$ cat config.mk
export PLATFORM = sky130hd
export DESIGN_NAME = alu_seq_flat
export DESIGN_NICKNAME = d
export VERILOG_FILES = /design/src/rtl/alu_seq_if.sv /design/src/rtl/alu_seq.sv /design/src/flat_wrapper.sv
export SDC_FILE = /design/constraint.sdc
export NUM_CORES = 2
export LEC_CHECK = 0
export ABC_AREA = 0
export ABC_CLOCK_PERIOD_IN_PS = 8000
export CAP_MARGIN = 20
export CORE_MARGIN = 2
export CORE_UTILIZATION = 48
export DETAILED_ROUTE_END_ITERATION = 7
export PLACE_DENSITY_LB_ADDON = 0.2
export SLEW_MARGIN = 20
export SYNTH_ARGS = -nofsm -noshare
export SYNTH_HDL_FRONTEND = slang
export SYNTH_SLANG_ARGS = --single-unit
$ cat constraint.sdc
create_clock -name clk -period 8 [get_ports clk]
set_input_delay 1.6 -clock clk [delete_from_list [all_inputs] [get_ports clk]]
set_output_delay 1.6 -clock clk [all_outputs]
set_load 0.02 [all_outputs]
$ cat src/rtl/alu_seq_if.sv
// rtl/alu_seq_if.sv - operation/result handshake bundle between control unit and alu_seq
//
// Signals (master = issuing control unit, slave = alu_seq):
//   in_valid, in_ready      operation offer / accept handshake
//   op, alu_src             operation code and operand-B select
//   rs1_data, rs2_data, imm operands (B taken from imm when alu_src=1)
//   out_valid, out_ready    result hold / consume handshake
//   result, eq, lt, ltu     registered result and compare flags

interface alu_seq_if #(
  parameter int XLEN = 32
);
  logic            in_valid;
  logic            in_ready;
  logic [4:0]      op;
  logic            alu_src;
  logic [XLEN-1:0] rs1_data;
  logic [XLEN-1:0] rs2_data;
  logic [XLEN-1:0] imm;
  logic            out_valid;
  logic            out_ready;
  logic [XLEN-1:0] result;
  logic            eq;
  logic            lt;
  logic            ltu;

  modport master (
    output in_valid, op, alu_src, rs1_data, rs2_data, imm, out_ready,
    input  in_ready, out_valid, result, eq, lt, ltu
  );

  modport slave (
    input  in_valid, op, alu_src, rs1_data, rs2_data, imm, out_ready,
    output in_ready, out_valid, result, eq, lt, ltu
  );
endinterface

$ cat src/rtl/alu_seq.sv
// rtl/alu_seq.sv - multi-cycle RV32I/RV32M execute-stage ALU with valid/ready handshake
//
// Ports:
//   clk    sole clock, rising edge
//   rst_n  synchronous active-low reset
//   flush  synchronous abort of any operation in flight or result held
//   bus    alu_seq_if.slave: in_valid/in_ready, op, alu_src, rs1_data, rs2_data,
//          imm, out_valid/out_ready, result, eq, lt, ltu

module alu_seq #(
  parameter int XLEN  = 32,
  parameter int CNT_W = $clog2(XLEN) + 1
) (
  input  logic      clk,
  input  logic      rst_n,
  input  logic      flush,
  alu_seq_if.slave  bus
);
  localparam int SHW = $clog2(XLEN);

  localparam logic [4:0] OP_ADD = 5'h00, OP_SUB = 5'h01, OP_AND = 5'h02, OP_OR = 5'h03,
                         OP_XOR = 5'h04, OP_SLT = 5'h05, OP_SLTU = 5'h06, OP_SLL = 5'h07,
                         OP_SRL = 5'h08, OP_SRA = 5'h09, OP_PASSB = 5'h0A,
                         OP_MUL = 5'h10, OP_MULH = 5'h11, OP_MULHSU = 5'h12,
                         OP_DIV = 5'h14, OP_REM = 5'h16;

  typedef enum logic [2:0] {S_IDLE, S_ALU, S_MUL, S_DIV, S_FIX, S_DONE} state_t;

  state_t            state_q, state_d;
  logic [4:0]        op_q, op_d;
  logic [XLEN-1:0]   a_q, a_d, b_q, b_d;
  logic [2*XLEN-1:0] acc_q, acc_d;
  logic [CNT_W-1:0]  cnt_q, cnt_d;
  logic [XLEN-1:0]   result_q, result_d;
  logic              eq_q, eq_d, lt_q, lt_d, ltu_q, ltu_d;

  function automatic logic a_signed(input logic [4:0] op);
    return op inside {OP_MUL, OP_MULH, OP_MULHSU, OP_DIV, OP_REM};
  endfunction

  function automatic logic b_signed(input logic [4:0] op);
    return op inside {OP_MUL, OP_MULH, OP_DIV, OP_REM};
  endfunction

  function automatic logic [XLEN-1:0] mag(input logic [XLEN-1:0] x, input logic s);
    return (s && x[XLEN-1]) ? -x : x;
  endfunction

  function automatic logic [XLEN-1:0] alu_single(input logic [4:0] op,
                                                 input logic [XLEN-1:0] a,
                                                 input logic [XLEN-1:0] b);
    logic [XLEN-1:0] r;
    logic [SHW-1:0]  sh;
    sh = b[SHW-1:0];
    case (op)
      OP_ADD:   r = a + b;
      OP_SUB:   r = a - b;
      OP_AND:   r = a & b;
      OP_OR:    r = a | b;
      OP_XOR:   r = a ^ b;
      OP_SLT:   r = {{(XLEN-1){1'b0}}, $signed(a) < $signed(b)};
      OP_SLTU:  r = {{(XLEN-1){1'b0}}, a < b};
      OP_SLL:   r = a << sh;
      OP_SRL:   r = a >> sh;
      OP_SRA:   r = $unsigned($signed(a) >>> sh);
      OP_PASSB: r = b;
      default:  r = '0;
    endcase
    return r;
  endfunction

  // Incoming operation decode (used only on the accept cycle)
  logic [XLEN-1:0] b_in;
  logic            accept, is_mul_in, is_div_in, div_by0, div_ovf;
  logic [XLEN-1:0] early_res;

  assign b_in      = bus.alu_src ? bus.imm : bus.rs2_data;
  assign accept    = bus.in_valid && (state_q == S_IDLE);
  assign is_mul_in = (bus.op[4:2] == 3'b100);
  assign is_div_in = (bus.op[4:2] == 3'b101);
  assign div_by0   = (b_in == '0);
  assign div_ovf   = a_signed(bus.op) && (bus.rs1_data == {1'b1, {(XLEN-1){1'b0}}}) && (&b_in);
  // op[1] selects remainder (REM/REMU) over quotient (DIV/DIVU)
  assign early_res = div_by0 ? (bus.op[1] ? bus.rs1_data : '1)
                             : (bus.op[1] ? '0 : bus.rs1_data);

  // Iteration datapath on captured operands
  logic            sa, sb;
  logic [XLEN-1:0] ma, mb;
  logic [XLEN:0]   mul_sum, div_sh, div_diff;
  logic [2*XLEN-1:0] acc_mul, acc_div, prod;
  logic [XLEN-1:0] quo, rem, fix_res;

  assign sa = a_signed(op_q) && a_q[XLEN-1];
  assign sb = b_signed(op_q) && b_q[XLEN-1];
  assign ma = mag(a_q, a_signed(op_q));
  assign mb = mag(b_q, b_signed(op_q));

  // Multiply: acc = {partial high, remaining multiplier bits}; add on LSB then shift right.
  assign mul_sum = {1'b0, acc_q[2*XLEN-1:XLEN]} + (acc_q[0] ? {1'b0, ma} : '0);
  assign acc_mul = {mul_sum, acc_q[XLEN-1:1]};

  // Divide: acc = {partial remainder, dividend/quotient}; quotient bits shift in at LSB.
  assign div_sh   = acc_q[2*XLEN-1:XLEN-1];
  assign div_diff = div_sh - {1'b0, mb};
  assign acc_div  = div_diff[XLEN] ? {div_sh[XLEN-1:0], acc_q[XLEN-2:0], 1'b0}
                                   : {div_diff[XLEN-1:0], acc_q[XLEN-2:0], 1'b1};

  assign prod    = (sa ^ sb) ? -acc_q : acc_q;
  assign quo     = (sa ^ sb) ? -acc_q[XLEN-1:0] : acc_q[XLEN-1:0];
  assign rem     = sa ? -acc_q[2*XLEN-1:XLEN] : acc_q[2*XLEN-1:XLEN];
  assign fix_res = op_q[2] ? (op_q[1] ? rem : quo)
                           : ((op_q == OP_MUL) ? prod[XLEN-1:0] : prod[2*XLEN-1:XLEN]);

  always_comb begin
    state_d  = state_q;
    op_d     = op_q;
    a_d      = a_q;
    b_d      = b_q;
    acc_d    = acc_q;
    cnt_d    = cnt_q;
    result_d = result_q;
    eq_d     = eq_q;
    lt_d     = lt_q;
    ltu_d    = ltu_q;
    case (state_q)
      S_IDLE: begin
        if (accept) begin
          op_d  = bus.op;
          a_d   = bus.rs1_data;
          b_d   = b_in;
          eq_d  = (bus.rs1_data == b_in);
          lt_d  = ($signed(bus.rs1_data) < $signed(b_in));
          ltu_d = (bus.rs1_data < b_in);
          cnt_d = '0;
          if (is_mul_in) begin
            acc_d   = {{XLEN{1'b0}}, mag(b_in, b_signed(bus.op))};
            state_d = S_MUL;
          end else if (is_div_in && (div_by0 || div_ovf)) begin
            result_d = early_res;
            state_d  = S_DONE;
          end else if (is_div_in) begin
            acc_d   = {{XLEN{1'b0}}, mag(bus.rs1_data, a_signed(bus.op))};
            state_d = S_DIV;
          end else begin
            state_d = S_ALU;
          end
        end
      end
      S_ALU: begin
        result_d = alu_single(op_q, a_q, b_q);
        state_d  = S_DONE;
      end
      S_MUL, S_DIV: begin
        acc_d = (state_q == S_MUL) ? acc_mul : acc_div;
        cnt_d = cnt_q + 1'b1;
        if (cnt_q == CNT_W'(XLEN - 1)) begin
          cnt_d   = '0;
          state_d = S_FIX;
        end
      end
      S_FIX: begin
        result_d = fix_res;
        state_d  = S_DONE;
      end
      S_DONE: begin
        if (bus.out_ready) state_d = S_IDLE;
      end
      default: state_d = S_IDLE;
    endcase
    if (flush) begin
      state_d = S_IDLE;
      cnt_d   = '0;
    end
  end

  always_ff @(posedge clk) begin
    if (!rst_n) begin
      state_q  <= S_IDLE;
      op_q     <= '0;
      a_q      <= '0;
      b_q      <= '0;
      acc_q    <= '0;
      cnt_q    <= '0;
      result_q <= '0;
      eq_q     <= 1'b0;
      lt_q     <= 1'b0;
      ltu_q    <= 1'b0;
    end else begin
      state_q  <= state_d;
      op_q     <= op_d;
      a_q      <= a_d;
      b_q      <= b_d;
      acc_q    <= acc_d;
      cnt_q    <= cnt_d;
      result_q <= result_d;
      eq_q     <= eq_d;
      lt_q     <= lt_d;
      ltu_q    <= ltu_d;
    end
  end

  assign bus.in_ready  = (state_q == S_IDLE) && rst_n;
  assign bus.out_valid = (state_q == S_DONE);
  assign bus.result    = result_q;
  assign bus.eq        = eq_q;
  assign bus.lt        = lt_q;
  assign bus.ltu       = ltu_q;
endmodule

$ cat src/flat_wrapper.sv
// flat-port wrapper written by rule: the top's interface ports become plain ports
module alu_seq_flat 
#(
  parameter int XLEN  = 32,
  parameter int CNT_W = $clog2(XLEN) + 1
)
  (clk, rst_n, flush, bus_in_valid, bus_op, bus_alu_src, bus_rs1_data, bus_rs2_data, bus_imm, bus_out_ready, bus_in_ready, bus_out_valid, bus_result, bus_eq, bus_lt, bus_ltu);
  alu_seq_if #(.XLEN(XLEN)) bus_i ();
  input  logic clk;
  input  logic rst_n;
  input  logic flush;
  input wire logic [$bits(bus_i.in_valid)-1:0] bus_in_valid;
  input wire logic [$bits(bus_i.op)-1:0] bus_op;
  input wire logic [$bits(bus_i.alu_src)-1:0] bus_alu_src;
  input wire logic [$bits(bus_i.rs1_data)-1:0] bus_rs1_data;
  input wire logic [$bits(bus_i.rs2_data)-1:0] bus_rs2_data;
  input wire logic [$bits(bus_i.imm)-1:0] bus_imm;
  input wire logic [$bits(bus_i.out_ready)-1:0] bus_out_ready;
  output wire logic [$bits(bus_i.in_ready)-1:0] bus_in_ready;
  output wire logic [$bits(bus_i.out_valid)-1:0] bus_out_valid;
  output wire logic [$bits(bus_i.result)-1:0] bus_result;
  output wire logic [$bits(bus_i.eq)-1:0] bus_eq;
  output wire logic [$bits(bus_i.lt)-1:0] bus_lt;
  output wire logic [$bits(bus_i.ltu)-1:0] bus_ltu;
  assign bus_i.in_valid = bus_in_valid;
  assign bus_i.op = bus_op;
  assign bus_i.alu_src = bus_alu_src;
  assign bus_i.rs1_data = bus_rs1_data;
  assign bus_i.rs2_data = bus_rs2_data;
  assign bus_i.imm = bus_imm;
  assign bus_i.out_ready = bus_out_ready;
  assign bus_in_ready = bus_i.in_ready;
  assign bus_out_valid = bus_i.out_valid;
  assign bus_result = bus_i.result;
  assign bus_eq = bus_i.eq;
  assign bus_lt = bus_i.lt;
  assign bus_ltu = bus_i.ltu;
  alu_seq #(.XLEN(XLEN), .CNT_W(CNT_W)) u_core (.clk(clk), .rst_n(rst_n), .flush(flush), .bus(bus_i));
endmodule
Yosys cells after proc, flatten, opt, wreduce, memory -nomap -nowiden
Cells that the tools add are included.
{"block": "totals", "latchBits": 0, "ramBits": 0, "memories": 0, "out_inout_bits": 37, "romBits": 0, "elab_cells": 136, "regBits": 177, "input_bits": 107}
{"block": "classes", "reduce_logical": 28, "n_eq_ne": 37, "multipliers": 0, "muxes": 37, "add_sub_neg": 12, "n_bitwise": 5, "shifts": 3, "n_div": 0, "order_cmp": 4}
{"cell": "$mux 32", "n": 17}
{"cell": "$mux 64", "n": 7}
{"cell": "$pmux 32 s11", "n": 1}
{"cell": "$neg 32->32", "n": 6}
{"cell": "$lt 32x32->1", "n": 4}
{"cell": "$pmux 64 s2", "n": 1}
{"cell": "$pmux 32 s3", "n": 1}
{"cell": "$neg 64->64", "n": 1}
{"cell": "$eq 5x5->1 const B", "n": 10}
{"cell": "$add 32x33->33", "n": 1}
{"cell": "$sub 33x32->33", "n": 1}
{"cell": "$add 32x32->32", "n": 1}
{"cell": "$and 32x32->32", "n": 1}
{"cell": "$eq 32x32->1", "n": 1}
{"cell": "$eq 32x32->1 const B", "n": 1}
{"cell": "$logic_not 32->1", "n": 1}
{"cell": "$or 32x32->32", "n": 1}
{"cell": "$reduce_and 32->1", "n": 1}
{"cell": "$shl 32x5->32", "n": 1}
{"cell": "$shr 32x5->32", "n": 1}
{"cell": "$sshr 32x5->32", "n": 1}
{"cell": "$sub 32x32->32", "n": 1}
{"cell": "$xor 32x32->32", "n": 1}
{"cell": "$eq 5x3->1 const B", "n": 4}
{"cell": "31 further kinds", "n": 60}

Logic depth before layout (Yosys ltp)
{"block": "logic_depth", "ltp_word": 10, "depth_mapped": 26}

Worst setup path after synthesis
No wires, ideal clock.
{"block": "synth_timing", "path_kind": "input -> register", "start": "input bus_alu_src", "end": "register u_core.result_q[25], in the netlist u_core.bus.result[25]", "arrival_time_ps": 5435, "cell_stages": 18, "path_buffers": 8, "slack_ps": 2447, "required_ps": 7883, "path_cell_list": "buf_6 > buf_6 > buf_6 > buf_6 > clkbuf_1 > clkbuf_1 > mux2i_1 > ha_1 > o221ai_1 > nor4b_2 > nand3_1 > o31ai_1 > nand2_1 > o21ai_1 > buf_2 > buf_2 > o2111ai_1 > a32o_1"}
{"block": "synth_via", "elab_chain_cells": 7, "elab_cells_between_ends": 13, "classes_between": "eq/ne: 1; mux: 6; reduce/logical: 6"}
{"item": "start: declaration", "line_no": "flat_wrapper.sv:14", "text": "input wire logic [$bits(bus_i.alu_src)-1:0] bus_alu_src;"}
{"item": "$mux 32 *", "line_no": "alu_seq.sv:77", "text": "assign b_in = bus.alu_src ? bus.imm : bus.rs2_data;"}
{"item": "$logic_not 32->1 or $reduce_and 32->1 (tied branches)", "line_no": "alu_seq.sv:81, alu_seq.sv:82"}
{"item": "$mux 32 or $logic_and 1x1->1 (tied branches)", "line_no": "alu_seq.sv:84, alu_seq.sv:82"}
{"item": "$mux 32 or $logic_or 1x1->1 (tied branches)", "line_no": "alu_seq.sv:139", "text": "end else if (is_div_in && (div_by0 || div_ovf)) begin"}
{"item": "$mux 32 or $logic_and 1x1->1 (tied branches)", "line_no": "alu_seq.sv:136, alu_seq.sv:139"}
{"item": "$mux 32 or $ne 2x1->1 (tied branches)"}
{"item": "$pmux 32 s3 or $reduce_and 4->1 (tied branches)"}
{"item": "end signal: assignment", "line_no": "alu_seq.sv:196", "text": "result_q <= result_d;"}
{"item": "end: declaration", "line_no": "alu_seq.sv:34", "text": "logic [XLEN-1:0] result_q, result_d;"}
Every way passes the cells marked *; elsewhere a longest branch is shown, timed or not. The select of a mux whose other input is x is not followed.
A chain may end at the register's enable or synchronous reset.

Worst setup path in the final report
{"block": "layout_timing", "start": "register u_core.b_q[0]", "end": "register u_core.acc_q[36]"}
{"block": "layout_via", "elab_chain_cells": 6}
{"item": "start: declaration", "line_no": "alu_seq.sv:31", "text": "logic [XLEN-1:0] a_q, a_d, b_q, b_d;"}
{"item": "start signal: assignment", "line_no": "alu_seq.sv:182", "text": "b_q <= '0;"}
{"item": "start signal: assignment", "line_no": "alu_seq.sv:193", "text": "b_q <= b_d;"}
{"item": "$neg 32->32", "line_no": "alu_seq.sv:46", "text": "return (s && x[XLEN-1]) ? -x : x;"}
{"item": "$mux 32 *", "line_no": "alu_seq.sv:46"}
{"item": "$sub 33x32->33 *", "line_no": "alu_seq.sv:105", "text": "assign div_diff = div_sh - {1'b0, mb};"}
{"item": "$mux 64 *", "line_no": "alu_seq.sv:106", "text": "assign acc_div = div_diff[XLEN] ? {div_sh[XLEN-1:0], acc_q[XLEN-2:0], 1'b0}"}
{"item": "$mux 64 *", "line_no": "alu_seq.sv:155", "text": "acc_d = (state_q == S_MUL) ? acc_mul : acc_div;"}
{"item": "$pmux 64 s2 *", "line_no": "alu_seq.sv:126", "text": "case (state_q)"}
{"item": "end signal: assignment", "line_no": "alu_seq.sv:183", "text": "acc_q <= '0;"}
{"item": "end signal: assignment", "line_no": "alu_seq.sv:194", "text": "acc_q <= acc_d;"}
{"item": "end: declaration", "line_no": "alu_seq.sv:32", "text": "logic [2*XLEN-1:0] acc_q, acc_d;"}
Every way passes the cells marked *; elsewhere a longest branch is shown, timed or not.

==> results.json <==
{
  "status": "complete, but fails checks",
  "violations": "DRC",
  "start_util_pct": 48.5,
  "min_period_over_period_pct": 78.0,
  "crit_chain": "inv_2 > ha_1 > nand3_1 > nor2_1 > nand4_1 > nor4_1 > buf_1 > a31oi_1 > xnor2_1 > ha_1 > nand3_1 > nor4_1 > inv_1 > a211oi_1 > o31ai_1 > mux2i_1 > nor2b_4 > mux2_2 > o221ai_1 > nand2_1",
  "cp_slowest_cell": "nor2b_4",
  "max-slew-margin-rel_pct": 24.6,
  "cts_root_buffer": "clkbuf_16",
  "synth-main-ff-cell": "dfxtp_1",
  "endpoint_kind": "flip-flop",
  "ys_warn_count": 0,
  "cts.clk_slew.worst_paths_ps": 80,
  "routed_via_density": 7.02,
  "syn_inst": 3862,
  "finalSetupViolations": 0,
  "leakagePower_uw": 0.0113,
  "cap_violations": 0,
  "layout-drive-gt1-share_pct": 6.92,
  "clk_latency_ps": 500,
  "stdcell_count": 4558,
  "core_sq_mm": 0.0564,
  "tns_ps": 0,
  "cts_buffer_depth": 2,
  "grt_pass1_wl_mm": 195,
  "hpwlAfterDp_mm": 104,
  "overflow": 0,
  "wl_mm": 135,
  "fmax_mhz": 160,
  "grt_usage_pct": 44.2,
  "p_total_uw": 3970,
  "synthArstFlopShare_pct": 0,
  "synth_common_cells": "nor2_1, a21oi_1, nand2_1, clkbuf_1, o21ai_0",
  "synth_edf_count": 0,
  "drv_slew": 0,
  "via_count": 31984,
  "clock-sinks": 177,
  "crit_type": "flip-flop to flip-flop",
  "syn_nets": 4174,
  "pre_cts_ws_ps": 1750,
  "crit_buf_inv": 3,
  "pwr_density_cell_mw_per_mm2": 133,
  "worst_slack_ps": 1760,
  "cts_tree": "built",
  "skew_ps": 25.1,
  "hold_violations": 0,
  "cts_setup_buffers": 0,
  "ys_seq_elements": 177,
  "areaGrowthSynthToFinish_pct": 8.84,
  "crit_path_start_kind": "flip-flop",
  "critPathArrivalTime_ps": 6630,
  "ys_types": 98,
  "placedCellCount": 4523,
  "cts_buffers": 17,
  "critPathMaxStageDelay_ps": 830,
  "ctsResizeCount": 0,
  "hp-class": "flip-flop to flip-flop",
  "rsz0062_at_grt": "no",
  "fin_crit_ps": 6240,
  "yosysMostFrequentCell": "nor2_1",
  "routedWlPerCell_microns": 29.7,
  "h-tree-depth": 4,
  "antenna_left": 0,
  "crit_fanout": 34,
  "std_cell_rows": 87,
  "cp.required_ps": 8380,
  "utilization_pct": 52.8,
  "die_area_sq_mm": 0.0589,
  "worstMarginPinSlew_ps": 1130,
  "grt_max_degree": 69,
  "fill_cells": 5788,
  "synth_area_leader_cell": "dfxtp_1",
  "die_w_microns": 243,
  "synth_area_leaders": "dfxtp_1, ha_1, a21oi_1",
  "fin_nets": 4098,
  "cts_hold_buf": 0,
  "synth.avg_cell_area_sq_um": 7.09,
  "antenna_found_initial": 4,
  "drc": 1,
  "port_buffers": 143,
  "dr.pass1.iters": 8,
  "gp_congestion": 1.11,
  "synth.top_cell.area_share_pct": 12.9,
  "ys_seq_area_share_pct": 12.9,
  "crit_family": "simple AND/OR/NAND/NOR gates",
  "boundaryPins": 144,
  "die_y_microns": 243,
  "grt_pass1_vias": 28707,
  "peakVddDrop_mv": 0.157,
  "first_iter_violations": 4933,
  "syn-cell-area_sq_mm": 0.0274
}
## metrics by stage
step,hold slack [ps],cell area (sq um)
floorplan,465,27400
global placement,471,29100
detailed placement,474,29200
CTS,493,29800
global route,532,29800
finish,493,29800
## worst min-delay path, stage by stage, from the launching register on
cell	delay, ps
dfxtp_1	320
nand2_1	50
a31oi_1	70
## area by class of cell
type                            count  area (sq um)  area share, %
Antenna cell                        3          7.51         0.0252
Timing Repair Buffer              230          2070           6.95
Sequential cell                   177          3560           12.0
Multi-Input combinational cell   3225         22100           74.2
Tap cell                          756           946           3.18
Clock buffer                       18           439           1.47
Clock inverter                     14           166          0.559
Inverter                          135           508           1.71
## cell usage in the layout (no fill, tap or decap), drive strengths merged, types with 95 or more instances in the layout
cell type / instances
dfxtp: 177
o21ai: 260
nor2: 418
a21oi: 385
nor3: 114
nand2: 335
xnor2: 182
nand3: 95
ha: 201
mux2i: 129
clkdlybuf4s50: 141
inv: 135
a211oi: 110
## cell families (layout without fill, tap and decap cells)
logic type | count (synthesis) | count (layout) | synth area share, %
AOI/OAI and AO/OA | 1258 | 1258 | 29.5
xor gates and xnor gates | 261 | 261 | 8.35
adders and majority gates | 229 | 229 | 10.4
buffers and inverters | 460 | 397 | 6.62
DFF | 177 | 177 | 12.9
muxes | 206 | 206 | 10.4
other | 0 | 3 | 0
and+or+nand+nor | 1271 | 1271 | 21.8
## sequential cells by signal, indices dropped and copies added, names as in the netlist
register           cells
u_core.a_q            32
u_core.acc_q          64
u_core.b_q            32
u_core.bus.eq          1
u_core.bus.lt          1
u_core.bus.ltu         1
u_core.bus.result     32
u_core.cnt_q           6
u_core.op_q            5
u_core.state_q         3
## metal layers
metal | vias to the layer above | share of wire, % | track usage, %
met5 | - | 0.0096 | 0
met4 | 2 | 9.2 | 33.6
met3 | 505 | 13 | 11.7
met2 | 2358 | 39 | 60.9
met1 | 15015 | 39 | 58.5
li1 | 14104 | - | -
## final timing paths
kind,slack (ps),depth (start not counted),to,from
worst min register to register,490,2,u_core.bus.lt,u_core.bus.lt
worst max-delay path,1760,20,u_core.acc_q[36],u_core.b_q[0]
worst max register to register,1760,20,u_core.acc_q[36],u_core.b_q[0]
worst min-delay path,490,2,u_core.bus.lt,u_core.bus.lt
## where the power goes
part           switching, uW  internal, uW  total (uW)
combinational           1300           677        1980
clock                    462           428         890
sequential               157           942        1100
(Power assumes the default switching activity.)
